===== src/rtl/pipe_stage_buffer_pkg.sv =====
// Shared pipeline package: stage-signal payload structs carried between core
// pipeline stages. Buffer instances set DATA_W=$bits(<struct>) and cast their
// payload to/from a flat vector at the instance boundary.
package pipe_stage_buffer_pkg;

   localparam int unsigned XLEN       = 32;
   localparam int unsigned REG_ADDR_W = 5;

   typedef enum logic [2:0] {
      ALU_ADD = 3'd0,
      ALU_SUB = 3'd1,
      ALU_AND = 3'd2,
      ALU_OR  = 3'd3,
      ALU_XOR = 3'd4,
      ALU_SLT = 3'd5,
      ALU_SLL = 3'd6,
      ALU_SRL = 3'd7
   } alu_op_e;

   // fetch -> decode
   typedef struct packed {
      logic [XLEN-1:0] pc;
      logic [31:0]     instr;
   } decode_stage_t;

   // decode -> execute
   typedef struct packed {
      logic [XLEN-1:0]       pc;
      logic [XLEN-1:0]       rs1_val;
      logic [XLEN-1:0]       rs2_val;
      logic [XLEN-1:0]       imm;
      logic [REG_ADDR_W-1:0] rd;
      alu_op_e               alu_op;
      logic                  use_imm;
      logic                  mem_rd;
      logic                  mem_wr;
      logic                  reg_wr;
   } execute_stage_t;

   // execute -> memory
   typedef struct packed {
      logic [XLEN-1:0]       alu_res;
      logic [XLEN-1:0]       store_val;
      logic [REG_ADDR_W-1:0] rd;
      logic                  mem_rd;
      logic                  mem_wr;
      logic                  reg_wr;
   } memory_stage_t;

   // memory -> writeback
   typedef struct packed {
      logic [XLEN-1:0]       wb_val;
      logic [REG_ADDR_W-1:0] rd;
      logic                  reg_wr;
   } writeback_stage_t;

endpackage


===== src/rtl/pipe_stage_buffer_sat_counter.sv =====
// Saturating up-counter: counts cycles with inc=1 and sticks at all-ones.
// Ports: clk, rst_n (async active-low), inc (count this cycle),
//        value (registered count).
module sat_counter #(
   parameter int unsigned WIDTH = 16
) (
   input  logic             clk,
   input  logic             rst_n,
   input  logic             inc,
   output logic [WIDTH-1:0] value
);

   logic [WIDTH-1:0] value_nxt;

   // hold at all-ones once reached
   always_comb begin
      value_nxt = value;
      if (inc && (value != '1)) begin
         value_nxt = value + WIDTH'(1);
      end
   end

   always_ff @(posedge clk or negedge rst_n) begin
      if (!rst_n) begin
         value <= '0;
      end else begin
         value <= value_nxt;
      end
   end

endmodule


===== src/rtl/pipe_stage_buffer.sv =====
// Elastic inter-stage register for the core pipeline. Holds up to DEPTH
// flattened stage payloads in a circular buffer under valid/ready handshakes,
// supports a same-cycle squash (flush) and counts downstream stall cycles.
// Ports:
//   clk, rst_n            clock, async active-low reset
//   flush                 drop every held entry (and any push) this cycle
//   in_valid/in_ready     upstream handshake, in_data payload
//   out_valid/out_ready   downstream handshake, out_data head payload
//   count                 entries currently held
//   stall_cycles          saturating count of out_valid && !out_ready cycles
module pipe_stage_buffer
   import pipe_stage_buffer_pkg::*;
#(
   parameter  int unsigned DATA_W      = 64,
   parameter  int unsigned DEPTH       = 2,
   parameter  int unsigned READY_PASS  = 1,
   parameter  int unsigned STALL_CNT_W = 16,
   localparam int unsigned CNT_W       = $clog2(DEPTH + 1)
) (
   input  logic                   clk,
   input  logic                   rst_n,
   input  logic                   flush,
   input  logic                   in_valid,
   output logic                   in_ready,
   input  logic [DATA_W-1:0]      in_data,
   output logic                   out_valid,
   input  logic                   out_ready,
   output logic [DATA_W-1:0]      out_data,
   output logic [CNT_W-1:0]       count,
   output logic [STALL_CNT_W-1:0] stall_cycles
);

   localparam int unsigned      PTR_W    = (DEPTH > 1) ? $clog2(DEPTH) : 1;
   localparam logic [PTR_W-1:0] LAST_PTR = PTR_W'(DEPTH - 1);
   localparam logic [CNT_W-1:0] FULL_CNT = CNT_W'(DEPTH);

   if ((DEPTH < 1) || (DEPTH > 4)) begin : g_depth_check
      $error("pipe_stage_buffer: DEPTH=%0d outside legal range 1..4", DEPTH);
   end

   logic [DATA_W-1:0] mem [DEPTH];
   logic [PTR_W-1:0]  rd_ptr;
   logic [PTR_W-1:0]  wr_ptr;
   logic [PTR_W-1:0]  rd_ptr_nxt;
   logic [PTR_W-1:0]  wr_ptr_nxt;
   logic [CNT_W-1:0]  count_q;
   logic [CNT_W-1:0]  count_nxt;
   logic              full;
   logic              push;
   logic              pop;
   logic              stall_inc;

   function automatic logic [PTR_W-1:0] ptr_inc(input logic [PTR_W-1:0] p);
      return (p == LAST_PTR) ? '0 : p + PTR_W'(1);
   endfunction

   // when full, a same-cycle pop frees the tail slot only if READY_PASS is set
   assign full      = (count_q == FULL_CNT);
   assign in_ready  = !full || ((READY_PASS != 0) && out_ready);
   assign out_valid = (count_q != '0);
   assign out_data  = mem[rd_ptr];
   assign count     = count_q;
   assign push      = in_valid && in_ready;
   assign pop       = out_valid && out_ready;
   assign stall_inc = out_valid && !out_ready;

   // pointer/occupancy update; flush overrides any push or pop
   always_comb begin
      rd_ptr_nxt = rd_ptr;
      wr_ptr_nxt = wr_ptr;
      count_nxt  = count_q;
      if (flush) begin
         rd_ptr_nxt = '0;
         wr_ptr_nxt = '0;
         count_nxt  = '0;
      end else begin
         if (push) begin
            wr_ptr_nxt = ptr_inc(wr_ptr);
         end
         if (pop) begin
            rd_ptr_nxt = ptr_inc(rd_ptr);
         end
         case ({push, pop})
            2'b10:   count_nxt = count_q + CNT_W'(1);
            2'b01:   count_nxt = count_q - CNT_W'(1);
            default: count_nxt = count_q;
         endcase
      end
   end

   always_ff @(posedge clk or negedge rst_n) begin
      if (!rst_n) begin
         rd_ptr  <= '0;
         wr_ptr  <= '0;
         count_q <= '0;
      end else begin
         rd_ptr  <= rd_ptr_nxt;
         wr_ptr  <= wr_ptr_nxt;
         count_q <= count_nxt;
      end
   end

   // payload storage; cleared on reset so out_data idles at zero
   always_ff @(posedge clk or negedge rst_n) begin
      if (!rst_n) begin
         for (int i = 0; i < DEPTH; i++) begin
            mem[i] <= '0;
         end
      end else if (push && !flush) begin
         mem[wr_ptr] <= in_data;
      end
   end

   sat_counter #(
      .WIDTH (STALL_CNT_W)
   ) u_stall_cnt (
      .clk   (clk),
      .rst_n (rst_n),
      .inc   (stall_inc),
      .value (stall_cycles)
   );

endmodule


===== config.mk =====
export PLATFORM = sky130hd
export DESIGN_NAME = pipe_stage_buffer
export DESIGN_NICKNAME = d
export VERILOG_FILES = /design/src/rtl/pipe_stage_buffer_pkg.sv /design/src/rtl/pipe_stage_buffer_sat_counter.sv /design/src/rtl/pipe_stage_buffer.sv
export SDC_FILE = /design/constraint.sdc
export NUM_CORES = 1
export LEC_CHECK = 0
export ABC_AREA = 1
export CORE_MARGIN = 2
export CORE_UTILIZATION = 46
export CTS_CLUSTER_DIAMETER = 30
export DETAILED_ROUTE_END_ITERATION = 8
export PLACE_DENSITY = 0.84
export RECOVER_POWER = 100
export SYNTH_ARGS = -nofsm -noshare
export SYNTH_HDL_FRONTEND = slang
export SYNTH_SLANG_ARGS = --single-unit

===== constraint.sdc =====
create_clock -name clk -period 1.4 [get_ports clk]
set_input_delay 0.28 -clock clk [delete_from_list [all_inputs] [get_ports clk]]
set_output_delay 0.28 -clock clk [all_outputs]
set_load 0.02 [all_outputs]

==> results.md <==
Routing:
- The number of DRC markers after the initial detailed-route iteration is between 600 and 700.
- The via density per instance is around 5.6.
- In this run the remaining antenna-violating nets after routing total 0.
- The number of design rule violations left after detail routing is 0.
- The iteration count of the initial detailed-routing pass is 5.
- The routed length per instance is around 21 microns.
- The overall routed net length is about 27 mm.
- The overall via count from detail_route is about 7,300.

Min path:
- In this run the worst hold path is classified as in2async.

Logic synthesis:
- The total number of yosys warnings is 0.
- The most used standard cell by instance count after synthesis is nand2_1.
- The summed instance area of the synthesized netlist is between 7000 and 8000 sq um.
- The number of instances in the synthesized netlist is 861.
- Sorting the synthesized cells by how often they occur yields 393 x nand2_1, 148 x dfrtp_1, 80 x inv_1, 65 x o21ai_0, 54 x o21ai_2.
- The number of different library cells used by synthesis comes to 27.
- Yosys mapped a number of flops with a built-in enable equal to 0.
- After synthesis the netlist holds a flip-flop and latch count of ~150.
- After synthesis, the cell types taking the most area are dfrtp_1 53%, nand2_1 21%, o21ai_2 6.7%.
- In the synthesized netlist the async set-or-reset flop fraction comes to between 90% and 100%.
- Sequential cells were found to cover approximately 53% of the synthesized design area.
- The post-synthesis average cell area is between 8 and 9 sq um.
- In the synthesized netlist the dominant register cell turns out to be dfrtp_1.
- After synthesis, the largest area contributor takes up 52.7% of total cell area.
- The largest total area in the synthesized netlist belongs to dfrtp_1.
- When the netlist entered floorplanning its net count stood at approximately 930.

Timing:
- The total count of max-transition violations in the final report is 0.
- At the pin with the least slew margin, the transition time is 0.654 ns.
- Timing would allow up to 546 MHz.
- Setup slack on the critical path of the routed design comes to -0.431 ns.
- Of the available clock period, the critical path in the final layout requires 131%.
- Setup violations remaining at the end of the flow were counted as roughly 210.
- The setup skew after layout is between 0.009 and 0.01 ns.
- The number of hold-slack violations in the final timing report is 0.
- The final critical delay including setup and external delays is between 1.5 and 2 ns.
- The worst pin sits at a relative slew slack of between 50% and 60%.
- The sum of negative setup slack is -44.53 ns.
- Setup repair after global routing could not meet its margin everywhere.

Die:
- The die is between 100 and 150 microns tall.
- The initialized floorplan defines 45 standard-cell rows.
- The area of the core is roughly 15,000 sq um.
- For this configuration, the core starts out at a cell density of a little under half.
- The floorplan step defined a die boundary enclosing 16,300 sq um.
- The top-level I/O count is about 150.
- In this run the horizontal extent of the chip is 128 microns.

Worst setup path:
- At the worst endpoint, the required time is 1.12 ns.
- The critical path goes through buf_8, buf_12, nand2_1, nand2_1, buf_6.
- The sort of element at the end of the critical path is a primary output.
- The largest incremental delay on the critical path is roughly 0.48 ns.
- The biggest fanout along the worst timing path is 12.
- STA puts the critical path data arrival time at roughly 1.6 ns.
- The launching element of the worst setup path is rd_ptr$_DFFE_PN0P_.
- The class of the most critical setup path is reg2out.
- The cell type with the highest occurrence count on the critical path is nand2_1.
- The launch instance of the worst register-to-register path is count[1]$_DFFE_PN0P_.
- The worst setup path is launched from a flop.
- The number of buffers and inverters on the critical path is 3.
- Among all stages on the critical path, the largest delay is contributed by dfrtp_2.
- The cell class contributing the biggest share of worst-path delay is flip-flops.

Pwr:
- Power spread over the standard cell area amounts to around 1600 nW/um^2.
- The internal portion of the total power is roughly 12 mW.
- The share of total power dissipated in combinational logic is between 40% and 50%.
- The worst-case IR drop observed on VDD is 0.00125 V.
- The clock network burns around a quarter of the power.
- The switching power summed over all nets is 7.30 mW.
- The total leakage power is 6.17 nW.
- In this run switching power makes up approximately 37% of total power.
- The sequential power share is between 30% and 40%.

Clock network:
- Clock-pin slew was measured on the worst setup and hold paths at roughly 0.060 ns.
- The maximum number of buffers from clock root to sink is 2.
- The CTS sink count is between 100 and 150.
- The clock tree synthesis step divided the H-tree into 4 levels.
- The cell sitting at the root of the clock tree is a clkbuf_16.
- TritonCTS built the clock tree.
- The number of buffers inserted during clock tree synthesis is 17.
- The later pin in the worst-skew pair is clocked with a latency of ~0.44 ns.

Global route:
- Across every metal layer, demand over resource in global routing totals a little over a quarter.
- The first-pass GRT wire length is 33.3 mm.
- The initial antenna violation count is 0.
- The residual overflow from global routing is 0.
- The number of global-route vias before repair came to between 6,000 and 7,000.
- Entering global routing, the biggest net connects 46 pins.

Finish:
- The net count of the finished layout is 1,171.
- The finished layout holds 1,300 standard cells, fillers aside.
- The share of the core filled with cells in the final layout is between 80% and 90%.
- The signed area change from the synthesized netlist to the final layout is 75.8%.
- The ratio of cells with drive above 1 in the final layout is approximately 53%.
- The number of diodes is 0.

Placed design:
- During placement, the flow inserted port buffers numbering 152.
- The placed wire-length estimate after detailed placement is about 11 mm.
- The congestion estimate from routability-driven global placement came to ~0.83.
- Once placement completed, the tool counted placed cells totaling roughly 1,200.

Job:
- The max-capacitance violation count is 0.

Status:
- The run finished, with violations left.
- The final reports fail on setup timing.
==> state kept, by name, indices dropped and copies added, names as in the netlist <==
register           flops
rd_ptr                 1
count                  2
wr_ptr                 1
u_stall_cnt.value     16
mem                  128
==> final timing paths <==
kind	to	slack [ns]	cells after the start
setup / recovery	out_data[12]	-0.43	5
hold / removal	u_stall_cnt.value[6]$_DFFE_PN0P_	0.42	2
setup reg to reg	mem[44]$_DFFE_PN0P_	-0.26	9
hold reg to reg	mem[64]$_DFFE_PN0P_	0.49	2
max in group asynchronous	mem[32]$_DFFE_PN0P_	0.10	3
min in group clk	mem[112]$_DFFE_PN0P_	0.42	3
==> cell families (layout without fill, tap and decap cells) <==
kind of cell / count (synthesis) / in the layout / share of synthesized area, %
fa+ha+maj: 1 / 1 / 0.178
buf+inv: 128 / 377 / 8.83
simple gates: 439 / 441 / 24.6
compound gates: 137 / 137 / 12.6
xor+xnor: 8 / 8 / 0.997
flops: 148 / 148 / 52.7
==> power by group through the flow <==
stage	Combinational, mW	Clock (mW)	Sequential, mW
6_report	8.06	4.70	6.75
5_1_grt	8.49	4.92	6.85
4_1_cts	6.44	4.68	6.21
3_5_place_dp	5.28	0	6.12
3_3_place_gp	5.15	0	6.08
2_1_floorplan	2.96	0	6.07
==> layout by cell type (no fill, tap or decap), types with 11 or more instances in the layout <==
cell,instances
o21ai_1,16
dfrtp_1,139
clkbuf_16,29
buf_12,34
nor2_1,11
nand2_2,130
buf_16,15
clkdlybuf4s50_1,67
buf_2,12
o21ai_2,109
nand2_4,87
nand2_1,181
inv_1,77
buf_4,22
buf_6,86
==> per-stage QoR <==
stage	worst slack, ns	cell area (sq um)	total power [mW]	hold slack [ns]
after floorplan	-0.00704	7040	9.03	-0.0156
after global placement	-0.426	9060	11.2	0.167
after detailed placement	-0.444	9060	11.4	0.168
after CTS	-0.432	11000	17.3	0.293
after global routing	-0.457	12400	20.3	0.439
final	-0.431	12400	19.5	0.418
==> per-layer routing <==
metal / routed length, microns / track usage, %
met1: 10100 / 34.1
met2: 13800 / 42.9
met3: 1870 / 5.32
met4: 1360 / 11.2
met5: 0 / 0
==> timing repair <==
action                                  4_1_cts  5_1_grt
cloned                                       24       16
pin swaps                                     6       36
gates resized for setup                     612      392
hold buffers                                  1        0
endpoints found under the setup margin      226      217
hold endpoints to repair                     20        0
buffers inserted                             32       14
==> cell type report <==
type                            count  area, sq um
Sequential cell                   148         3710
Clock buffer                       21          460
Fill cell                         799         2740
Timing Repair Buffer              263         3440
Inverter                           84          334
Multi-Input combinational cell    587         4040
Clock inverter                      9          130
Tap cell                          188          235
Note: power is estimated with default switching activity, not from simulation.
==> edit: new RTL, same flow settings <==
Put one more register stage on the output `count`, cleared by the reset. The value now appears one clock later. The other outputs are not delayed to match. Comments in the files are not updated.
--- a/src/rtl/pipe_stage_buffer.sv
+++ b/src/rtl/pipe_stage_buffer.sv
@@ -60,5 +60,11 @@
    assign out_valid = (count_q != '0);
    assign out_data  = mem[rd_ptr];
-   assign count     = count_q;
+   always_ff @(posedge clk or negedge rst_n) begin
+      if (!rst_n) begin
+         count <= '0;
+      end else begin
+         count <= count_q;
+      end
+   end
    assign push      = in_valid && in_ready;
    assign pop       = out_valid && out_ready;
Function: changed (a bounded check fails within 4 cycles, from zero or initial values and one cycle with rst_n low).
==> edit against the original RTL <==
The flow still finishes with violations (negative setup slack); power down 5.0%; utilization rose by 1.4 points; register-to-register slack improved by 0.04 ns; cell area down 1.6%; synthesized area is 1.7% lower; non-clock buffer count rose by 18; hold slack better by 0.0043 ns; routed wire length rose by 1.3%; via count grew 1.8%; worst setup slack better by 0.045 ns; sequential cell count rose by 2; combinational power fell by 7.7%; highest routed layer unchanged.
==> edit: results (changes against the original RTL) <==
Pwr
  – Internal: 11.6 mW (-4.7%)
  – Max IR drop VDD: 1.15 mV (-7.7%)
  – Static Leak: 6.07 nW (-1.5%)
  – Clock Power Share: 24.7% (+0.6 points)
  – Gate power share: 40.1% (-1.2 points)
  – Clk power: 4.59 mW (-2%)

Logic synthesis
  – Syn nets: 937 (+0.64%)
  – Top post-synthesis cells by count: nand2_1, dfrtp_1, o21ai_0
  – Syn_area_per_cell: 7.96 um2 (-2.4%)
  – Cell variety after synth: 25 (-7.4%)
  – Seq/Total Area, Yosys: 54.4% (+1.7 points)
  – Synth top area cells: dfrtp_1, nand2_1, o21ai_0

GRT
  – Vias in the first global route: 6586 (-0.45%)
  – Largest net degree at the start of global routing: 41 (-11%)
  – Global-route wire length before repair: 32.0 mm (-3.9%)
  – GRT Total Usage: 25.2% (-1.1 points)

Clock tree
  – Post-CTS Setup Bufs: 13 (-59%)

Critical path
  – Crit-path max FO: 14 (+2)
  – Worst EP arrival: 1.51 ns (-0.04 ns)
  – R2r setup slk: -0.22 ns (+0.04 ns)
  – Slowest stage delay, CP: 0.45 ns (-0.03 ns)
  – WP depth: 5 (unchanged)
  – R2R Path Start: count_q[0]
  – R2R depth: 10 (+1)
  – RR Endpoint: u_stall_cnt.value[14]
  – Critical path capture point: out_data[30]

Timing
  – Final hold viol count: 0 (unchanged)
  – Setup violators final: 206 (-1.4%)
  – WHS: 0.422 ns (+0.00434 ns)
  – Final Skew: 0.0154 ns (+0.00586 ns)
  – Total negative slack: -33.04 ns (+11.49 ns)
  – Worst setup margin: -0.386 ns (+0.0451 ns)

Finish
  – Layout Cells excl Fill: 1321 (+1.6%)
  – Layout cell share with drive strength beyond 1: 48.9% (-3.8 points)

Placed design
  – Placed inst area: 9060 um2 (about the same)
  – Setup Slack @ Placement: -0.385 ns (+0.0595 ns)
  – Dpl cells: 1222 (+1.7%)
  – Hpwl dp: 11.9 mm (+7.1%)
  – Gpl congestion: 0.828 (-0.12%)

Detailed routing
  – Routed WL: 27.5 mm (+1.3%)
  – Via Count: 7433 (+1.8%)

Status
  – Failing checks: negative setup slack
  – Outcome: complete, but fails checks
edit: changes by cell type after synthesis, sizes merged, moves of 2 or more:
cell and delta:
buf -4, clkbuf +4, dfrtp +2, nand2 -8
nand3 +13, nor2 +3, xnor2 -4, xor2 +3
edit: metal layers:
metal  vias up  global-route usage, %  part of all wire (%)
met5         -                      0                     0
met4         0                   9.83                   5.3
met3       140                   5.10                   7.7
met2       493                   44.0                    52
met1      3554                   30.7                    35
li1       3246                      -                     -
edit: logic make-up after synthesis:
group / count (synthesis) / synth area share, %
XOR/XNOR: 7 / 0.888
adder cells (fa/ha/maj): 1 / 0.181
buffers and inverters: 126 / 8.32
AND/OR/NAND/NOR: 446 / 25.5
AO/OA/AOI/OAI: 137 / 10.7
flip-flops: 150 / 54.4
edit: cell type report:
cell class / instances / area (um2)
clock inverter: 11 / 115
tap: 184 / 230
timing repair buffer: 281 / 3430
sequential: 150 / 3760
clock buffer: 21 / 470
fill: 705 / 2440
inverter: 82 / 318
multi-input combinational: 592 / 3830
